## config.mk

```make
export PLATFORM = sky130hd
export DESIGN_NAME = fp_register_file_sb
export DESIGN_NICKNAME = d
export VERILOG_FILES = /design/src/rtl/fp_register_file_sb.sv
export SDC_FILE = /design/constraint.sdc
export NUM_CORES = 2
export LEC_CHECK = 0
export BUFFER_PORTS_ARGS = -buffer_cell sky130_fd_sc_hd__buf_4
export CAP_MARGIN = 20
export CELL_PAD_IN_SITES_DETAIL_PLACEMENT = 0
export CELL_PAD_IN_SITES_GLOBAL_PLACEMENT = 1
export CORE_UTILIZATION = 35
export DETAILED_ROUTE_END_ITERATION = 10
export PLACE_DENSITY_LB_ADDON = 0.05
export SLEW_MARGIN = 20
export SYNTH_ARGS = -nofsm -noshare
export SYNTH_HDL_FRONTEND = slang
export SYNTH_SLANG_ARGS = --single-unit
```

## constraint.sdc

```tcl
create_clock -name clk -period 93.6 [get_ports clk]
set_input_delay 18.72 -clock clk [delete_from_list [all_inputs] [get_ports clk]]
set_output_delay 18.72 -clock clk [all_outputs]
set_load 0.01 [all_outputs]
```

## src/rtl/fp_register_file_sb.sv

```systemverilog
// Floating-point register file with an issue scoreboard and the frm/fflags state.
// Reads are combinational and can optionally forward same-cycle writes. With FLEN=64,
// single-precision values are NaN-boxed when written and checked when read.
// The per-port buses are flattened; port k occupies slice [k*W +: W].
module fp_register_file_sb #(
  parameter int FLEN         = 32,
  parameter int NUM_REGS     = 32,
  parameter int NUM_RD_PORTS = 3,
  parameter int NUM_WR_PORTS = 2,
  parameter bit BYPASS       = 1'b1,
  parameter int AW           = $clog2(NUM_REGS)
) (
  input  logic                           clk,
  input  logic                           rst,
  input  logic [NUM_RD_PORTS*AW-1:0]     rd_addr_i,
  input  logic [NUM_RD_PORTS-1:0]        rd_sp_i,
  output logic [NUM_RD_PORTS*FLEN-1:0]   rd_data_o,
  output logic [NUM_RD_PORTS-1:0]        rd_busy_o,
  input  logic                           iss_valid_i,
  input  logic [AW-1:0]                  iss_rd_i,
  output logic                           iss_waw_o,
  input  logic [NUM_WR_PORTS-1:0]        wr_en_i,
  input  logic [NUM_WR_PORTS*AW-1:0]     wr_addr_i,
  input  logic [NUM_WR_PORTS*FLEN-1:0]   wr_data_i,
  input  logic [NUM_WR_PORTS-1:0]        wr_sp_i,
  input  logic [NUM_WR_PORTS-1:0]        wr_flags_en_i,
  input  logic [NUM_WR_PORTS*5-1:0]      wr_flags_i,
  input  logic                           frm_wen_i,
  input  logic [2:0]                     frm_wdata_i,
  input  logic                           fflags_wen_i,
  input  logic [4:0]                     fflags_wdata_i,
  output logic [2:0]                     frm_o,
  output logic [4:0]                     fflags_o,
  output logic                           wr_conflict_o
);

  // Upper-half ones mask: the NaN-box pattern for FLEN=64, and zero for FLEN=32,
  // so boxing and the box check both reduce to no-ops at single width.
  localparam logic [FLEN-1:0] UPPER_ONES   = {FLEN{1'b1}} << 32;
  localparam logic [63:0]     CANON_NAN_64 = 64'hFFFF_FFFF_7FC0_0000;
  localparam logic [FLEN-1:0] CANON_NAN    = CANON_NAN_64[FLEN-1:0];
  localparam bit              IS_DP        = (FLEN == 64);

  logic [FLEN-1:0]     regs_q [NUM_REGS];
  logic [FLEN-1:0]     regs_d [NUM_REGS];
  logic [NUM_REGS-1:0] busy_q, busy_d;
  logic [2:0]          frm_q, frm_d;
  logic [4:0]          fflags_q, fflags_d;
  logic [4:0]          flags_acc;
  logic                wr_conflict_q, wr_conflict_d;
  logic                iss_waw;
  logic [AW-1:0]       wr_a   [NUM_WR_PORTS];
  logic [FLEN-1:0]     wr_val [NUM_WR_PORTS];

  // A claim is refused while the destination still has an outstanding producer.
  assign iss_waw       = iss_valid_i & busy_q[iss_rd_i];
  assign iss_waw_o     = iss_waw;
  assign frm_o         = frm_q;
  assign fflags_o      = fflags_q;
  assign wr_conflict_o = wr_conflict_q;

  // Unpack the write ports and apply NaN-boxing to single-precision writes.
  always_comb begin
    for (int w = 0; w < NUM_WR_PORTS; w++) begin
      wr_a[w]   = wr_addr_i[w*AW +: AW];
      wr_val[w] = wr_data_i[w*FLEN +: FLEN];
      if (IS_DP && wr_sp_i[w]) wr_val[w] = wr_val[w] | UPPER_ONES;
    end
  end

  // Next register and busy state. Ports are visited in ascending order, so the
  // highest-index writer wins. The claim is applied last, so it wins over a
  // same-cycle clear.
  always_comb begin
    for (int r = 0; r < NUM_REGS; r++) regs_d[r] = regs_q[r];
    busy_d = busy_q;
    for (int w = 0; w < NUM_WR_PORTS; w++) begin
      if (wr_en_i[w]) begin
        regs_d[wr_a[w]] = wr_val[w];
        busy_d[wr_a[w]] = 1'b0;
      end
    end
    if (iss_valid_i && !iss_waw) busy_d[iss_rd_i] = 1'b1;
  end

  // Flag any pair of ports that write the same address in one cycle.
  always_comb begin
    wr_conflict_d = 1'b0;
    for (int i = 0; i < NUM_WR_PORTS; i++) begin
      for (int j = i + 1; j < NUM_WR_PORTS; j++) begin
        if (wr_en_i[i] && wr_en_i[j] && (wr_a[i] == wr_a[j])) wr_conflict_d = 1'b1;
      end
    end
  end

  // Exception flags are accumulated only from ports that actually write. A CSR
  // write replaces the sticky value but still merges the flags from that cycle.
  always_comb begin
    flags_acc = '0;
    for (int w = 0; w < NUM_WR_PORTS; w++) begin
      if (wr_en_i[w] && wr_flags_en_i[w]) flags_acc = flags_acc | wr_flags_i[w*5 +: 5];
    end
    fflags_d = fflags_wen_i ? (fflags_wdata_i | flags_acc) : (fflags_q | flags_acc);
    frm_d    = frm_wen_i ? frm_wdata_i : frm_q;
  end

  // Combinational read path: stored value, optional same-cycle forward, then the
  // NaN-box check for single-precision reads.
  always_comb begin
    logic [AW-1:0]   rd_a;
    logic [FLEN-1:0] rd_val;
    logic            rd_hit;
    rd_data_o = '0;
    rd_busy_o = '0;
    for (int p = 0; p < NUM_RD_PORTS; p++) begin
      rd_a   = rd_addr_i[p*AW +: AW];
      rd_val = regs_q[rd_a];
      rd_hit = 1'b0;
      if (BYPASS) begin
        for (int w = 0; w < NUM_WR_PORTS; w++) begin
          if (wr_en_i[w] && (wr_a[w] == rd_a)) begin
            rd_val = wr_val[w];
            rd_hit = 1'b1;
          end
        end
      end
      if (IS_DP && rd_sp_i[p] && ((rd_val & UPPER_ONES) != UPPER_ONES)) rd_val = CANON_NAN;
      rd_data_o[p*FLEN +: FLEN] = rd_val;
      rd_busy_o[p]              = busy_q[rd_a] & ~rd_hit;
    end
  end

  // State registers. An asynchronous reset drops every pending claim.
  always_ff @(posedge clk or posedge rst) begin
    if (rst) begin
      for (int r = 0; r < NUM_REGS; r++) regs_q[r] <= '0;
      busy_q        <= '0;
      frm_q         <= '0;
      fflags_q      <= '0;
      wr_conflict_q <= 1'b0;
    end else begin
      for (int r = 0; r < NUM_REGS; r++) regs_q[r] <= regs_d[r];
      busy_q        <= busy_d;
      frm_q         <= frm_d;
      fflags_q      <= fflags_d;
      wr_conflict_q <= wr_conflict_d;
    end
  end

endmodule

```

# Word-level counts from Yosys, hierarchy flattened
# Cells that the tools add are included.
[classes]
addsub = 0
mul = 0
n_div = 0
order_cmp = 16
n_eq_ne = 7
shift = 0
muxes = 50
n_bitwise = 20
reduce_logical = 17
[ops]
columns = ["operator", "count"]
rows = [
  ["$bwmux W1024", 2],
  ["$mux W1024", 2],
  ["$mux W32", 17],
  ["$bmux W32 S5", 3],
  ["$demux W32 S5", 2],
  ["$and A32 B32 Y32", 2],
  ["$not A32 Y32", 2],
  ["$lt A5 B6 Y1 const B", 6],
  ["$eq A5 B5 Y1", 7],
  ["$or A32 B32 Y32", 1],
  ["$ge A6 B6 Y1 const B", 5],
  ["$not A5 Y6", 5],
  ["$bmux W1 S5", 4],
  ["$logic_and A1 B1 Y1", 16],
  ["$demux W1 S5", 3],
  ["$ge A5 B1 Y1 const B", 3],
  ["$mux W5", 3],
  ["$or A5 B5 Y5", 3],
  ["$mux W1", 14],
  ["$lt A6 B1 Y1 const B", 2],
  ["$and A1 B1 Y1", 4],
  ["$not A1 Y1", 3],
  ["$logic_not A1 Y1", 1],
]
[word_totals]
register_bits = 1065
latch_bits = 0
ramBits = 0
rom_bits = 0
in_bits = 126
output_inout_bits = 109
word_cells = 146
n_memories = 0

# Depth between registers and ports, before layout
[logic_depth]
ltp_word = 11
depth_mapped = 10

# Worst setup path after synthesis
# OpenSTA, ideal clock, no wires.
[synth_timing]
path_kind = "in2out"
from = "input rd_addr_i[10]"
to = "output rd_busy_o[2]"
arrival_time_ns = 20.471
required_ns = 74.880
setup_slack_ns = 54.409
stages = 6
cell_sequence = "buf_2 > buf_2 > buf_2 > mux4_2 > a2111oi_0 > nor4_1"
[synth_via]
elab_chain_cells = 6
elab_cells_between_ends = 10
[synth_rtl]
columns = ["element", "line_no", "rtl"]
rows = [
  ["start: declaration", "15", "input logic [NUM_RD_PORTS*AW-1:0] rd_addr_i,"],
  ["branches (longest 5 deep; another with $bmux W1 S5)", "-", ""],
  ["$and A1 B1 Y1 *", "129", "rd_busy_o[p] = busy_q[rd_a] & ~rd_hit;"],
  ["end: declaration", "18", "output logic [NUM_RD_PORTS-1:0] rd_busy_o,"],
]
# Mark *: on every way between the ends. The select of a mux whose other input is x is not followed.

# Worst setup path in the final report
[layout_timing]
from = "input rd_addr_i[1]"
to = "output rd_data_o[2]"
[layout_via]
elab_chain_cells = 6
elab_cells_between_ends = 10
[layout_rtl]
columns = ["element", "line_no", "rtl"]
rows = [
  ["$not A5 Y6 (implied by the code)", "117", "rd_val = regs_q[rd_a];"],
  ["$bmux W32 S5", "117", ""],
  ["$mux W32 (implied by the code) (2 in a row)", "117", ""],
  ["$mux W32", "121", "if (wr_en_i[w] && (wr_a[w] == rd_a)) begin"],
  ["$mux W32 *", "121", ""],
  ["end: declaration", "17", "output logic [NUM_RD_PORTS*FLEN-1:0] rd_data_o,"],
]
# Every way passes the cells marked *; elsewhere a longest branch is shown, timed or not. The select of a mux whose other input is x is not followed.

==> flow_summary.toml <==
[logic_synthesis]
ys_ff_latch = 1065
syn-num-nets = 8263
syn_area_per_cell_um2 = 9.61
synth_cells = 8137
ys_seq_area_share_pct = 34.1
ys_types = 54
async_flop_share_pct = 100
synth_ff_type = "dfrtp_1"
synth-edff-count = 0
yosys_warnings = 0
synth_area_mm2 = 0.0782

[floorplanning]
io_pins = 235
num_rows = 173
die_h_um = 475
core-area_mm2 = 0.222
start_util_pct = 35.2
design.die.area_mm2 = 0.225
die_w_um = 475

[worst_hold_path]
min-delay-start = "frm_o[0]$_DFFE_PP0P_"
worstHoldPathType = "reg -> reg"
min_to = "frm_o[0]$_DFFE_PP0P_"
hold_depth = 1

[timing]
tightest_slew_ns = 1.25
rsz0062_at_grt = "no"
setup_violations = 0
tns_ns = 0
fin_skew_ns = 0.0161
period_minus_slack_ns = 42.75
maxSlewViolCount = 0
hold_ws_ns = 0.508
maxSlewHeadroom_pct = 16.2
fmax_mhz = 23.4
timing.final.hold_violations = 0
min_period_over_period_pct = 45.7

[clock_network]
cts_tree = "yes"
cts_inserted_buffers = 145
clock_latency_ns = 0.82
clockBufferDepth = 3
cts_hold_buf = 0
cts_max_level = 4
root_buffer = "clkbuf_16"
cts.clk_slew.worst_paths_ns = 0.05
post_cts_resized = 0
post_cts_buffers = 0
cts_sinks = 1065

[critical_path]
worstSetupPathType = "in -> out"
r2r-start = "busy_q[11]$_DFF_PP0_"
critPathMostFrequentCell = "buf_4"
start_kind = "primary input"
r2r_cells = 5
ff2ff_setup_slack_ns = 91.24
cp.buffers_inverters = 6
path_delay_family = "buffers and inverters"
crit_slowest_cell = "buf_4"
slowest_delay_ns = 0.97
crit_required_ns = 74.88
cp-end-kind = "output pin"
cp.arrival_ns = 24.03
cp_max_fo = 99
worstReg2RegEnd = "busy_q[9]$_DFF_PP0_"
path_cells = "buf_8 > buf_4 > buf_12 > buf_4 > buf_4 > mux2i_1 > a22oi_1 > nand3_1 > and4_1 > o21ai_0 > buf_4"

[cells_and_area]
syn2layout_area_growth_pct = 10.8
fillCellCount = 22100
multi_input_area_mm2 = 0.0479
instances_no_fill = 10900
nets = 7869
drive_above_1_share_pct = 13.9
regArea_mm2 = 0.0267

[power_and_ir_drop]
ir_drop_mv = 0.0182
power.density_mw_per_mm2 = 21.2
power.total_mw = 1.83
p_leak_nw = 38.1

[detailed_routing]
routedWlPerCell_um = 39.6
drc = 0
routed_wl_um = 430000
drt_iter0_markers = 8815
route.met2.wl_um = 187000
ant_nets = 0
drt-met1-wl_um = 182000
via_per_inst = 6.39
drt_first_pass_iters = 6
wl_met3_um = 35400
top_layer_used = "met5"
dr_total_vias = 69400

[grt]
antenna_found_initial = 59
overflow = 0
grt_usage_pct = 37.3
grt_pass1_wl_um = 580000
grt_pass1_vias = 65500
grt_max_degree = 149

[run_status]
outcome = "complete, no violations"

[flow_run]
maxCapViolCount = 0

[placed_design]
dpl.cell_count = 10600
dp_hpwl_um = 252000
place.gp.congestion = 0.870
port_buffers = 229
==> worst max path at each step <==
stage	slack, ns	startpoint	end	cells past startpoint
CTS	51.04	rd_addr_i[1]	rd_data_o[2]	11
global route	50.81	rd_addr_i[1]	rd_data_o[2]	11
floorplan	44.90	rst	busy_q[0]$_DFF_PP0_	1
global placement	51.07	rd_addr_i[1]	rd_data_o[2]	11
finish	50.85	rd_addr_i[1]	rd_data_o[2]	11
detailed placement	51.07	rd_addr_i[1]	rd_data_o[2]	11
==> final cells by class <==
| type | count | share of cell area [%] |
|---|---|---|
| Multi-Input combinational cell | 6095 | 55.3 |
| Sequential cell | 1065 | 30.8 |
| Clock buffer | 219 | 4.98 |
| Tap cell | 2975 | 4.30 |
| Timing Repair Buffer | 435 | 3.99 |
| Clock inverter | 36 | 0.526 |
| Antenna cell | 30 | 0.0867 |
| Inverter | 1 | 0.0130 |
==> cell families (layout without fill, tap and decap cells) <==
| kind of cell | after synthesis | after routing | synth area share, % |
|---|---|---|---|
| simple gates | 1724 | 1724 | 9.56 |
| other cells | 0 | 30 | 0 |
| flops | 1065 | 1065 | 34.1 |
| mux | 2466 | 2466 | 36.0 |
| buf+inv | 977 | 691 | 5.66 |
| xor+xnor | 35 | 35 | 0.392 |
| compound gates | 1870 | 1870 | 14.3 |
==> routing by layer <==
layer  vias up  global-route usage, %
met5         -                      0
met2      3744                   55.6
met1     35500                   50.3
met4        28                   20.0
li1      29200                      -
met3       969                   8.12
==> placed cells by master (no fill, tap or decap), drive strengths merged, types with 12 or more instances in the layout <==
master     n
mux2i   2165
dfrtp   1065
nand2    694
a21oi    612
nor2     572
o21ai    570
a22oi    505
buf      434
mux4     274
nand3    270
clkbuf   220
o22ai     50
nor2b     40
and4      38
o22a      38
a41oi     38
diode     30
mux2      27
xnor2     23
and3      22
a211oi    18
o41ai     18
nand3b    17
clkinv    17
xor2      12
nor3b     12
inv       12
and2      12
==> through the flow <==
step	setup slack (ns)	utilization [%]	instance area (um^2)
floorplan	44.90	-	78200
global placement	51.07	36.7	81600
detailed placement	51.07	36.8	81700
CTS	51.04	38.9	86400
global route	50.81	39.0	86500
finish	50.85	39.0	86600
==> cells in the mapped netlist (2+ instances only) <==
master,n,share of area [%]
o22ai_1,50,0.40
and4_1,38,0.43
or3b_2,3,0.034
or2_2,8,0.064
nand3b_1,17,0.16
dfrtp_1,1065,34
mux4_2,274,7.9
nor2_2,8,0.064
nand3_1,270,1.7
and2_1,11,0.088
nor3_1,5,0.032
xnor2_1,23,0.26
o211ai_1,6,0.058
clkbuf_1,487,2.3
buf_6,25,0.36
xor2_1,12,0.13
o221ai_1,2,0.022
buf_1,129,0.62
o211a_1,3,0.038
nand4_1,6,0.048
and3_1,22,0.18
mux2i_1,2165,28
nor2b_1,40,0.32
buf_2,276,1.8
a21oi_1,612,3.9
mux2_2,27,0.39
nor4_1,5,0.040
o22a_1,38,0.43
and3b_1,4,0.045
a22oi_1,505,4.9
a32o_1,5,0.064
a211oi_1,18,0.17
buf_4,58,0.56
a41oi_1,38,0.43
or3b_1,2,0.022
a2111oi_0,2,0.022
nand2b_1,10,0.080
o21ai_0,569,3.6
nor2_1,564,2.7
nor3b_1,12,0.12
o41ai_1,18,0.20
nand2_1,693,3.3
==> flip-flops by register name, summed over array words and instances, names as in the netlist <==
| name | flops |
|---|---|
| regs_q | 1024 |
| busy_q | 32 |
| fflags_o | 5 |
| frm_o | 3 |
| wr_conflict_o | 1 |
==> power breakdown <==
group	internal [mW]	switching [mW]
clock	0.340	0.243
combinational	0.249	0.280
sequential	0.582	0.137
total	1.17	0.660
(Power assumes the default switching activity.)
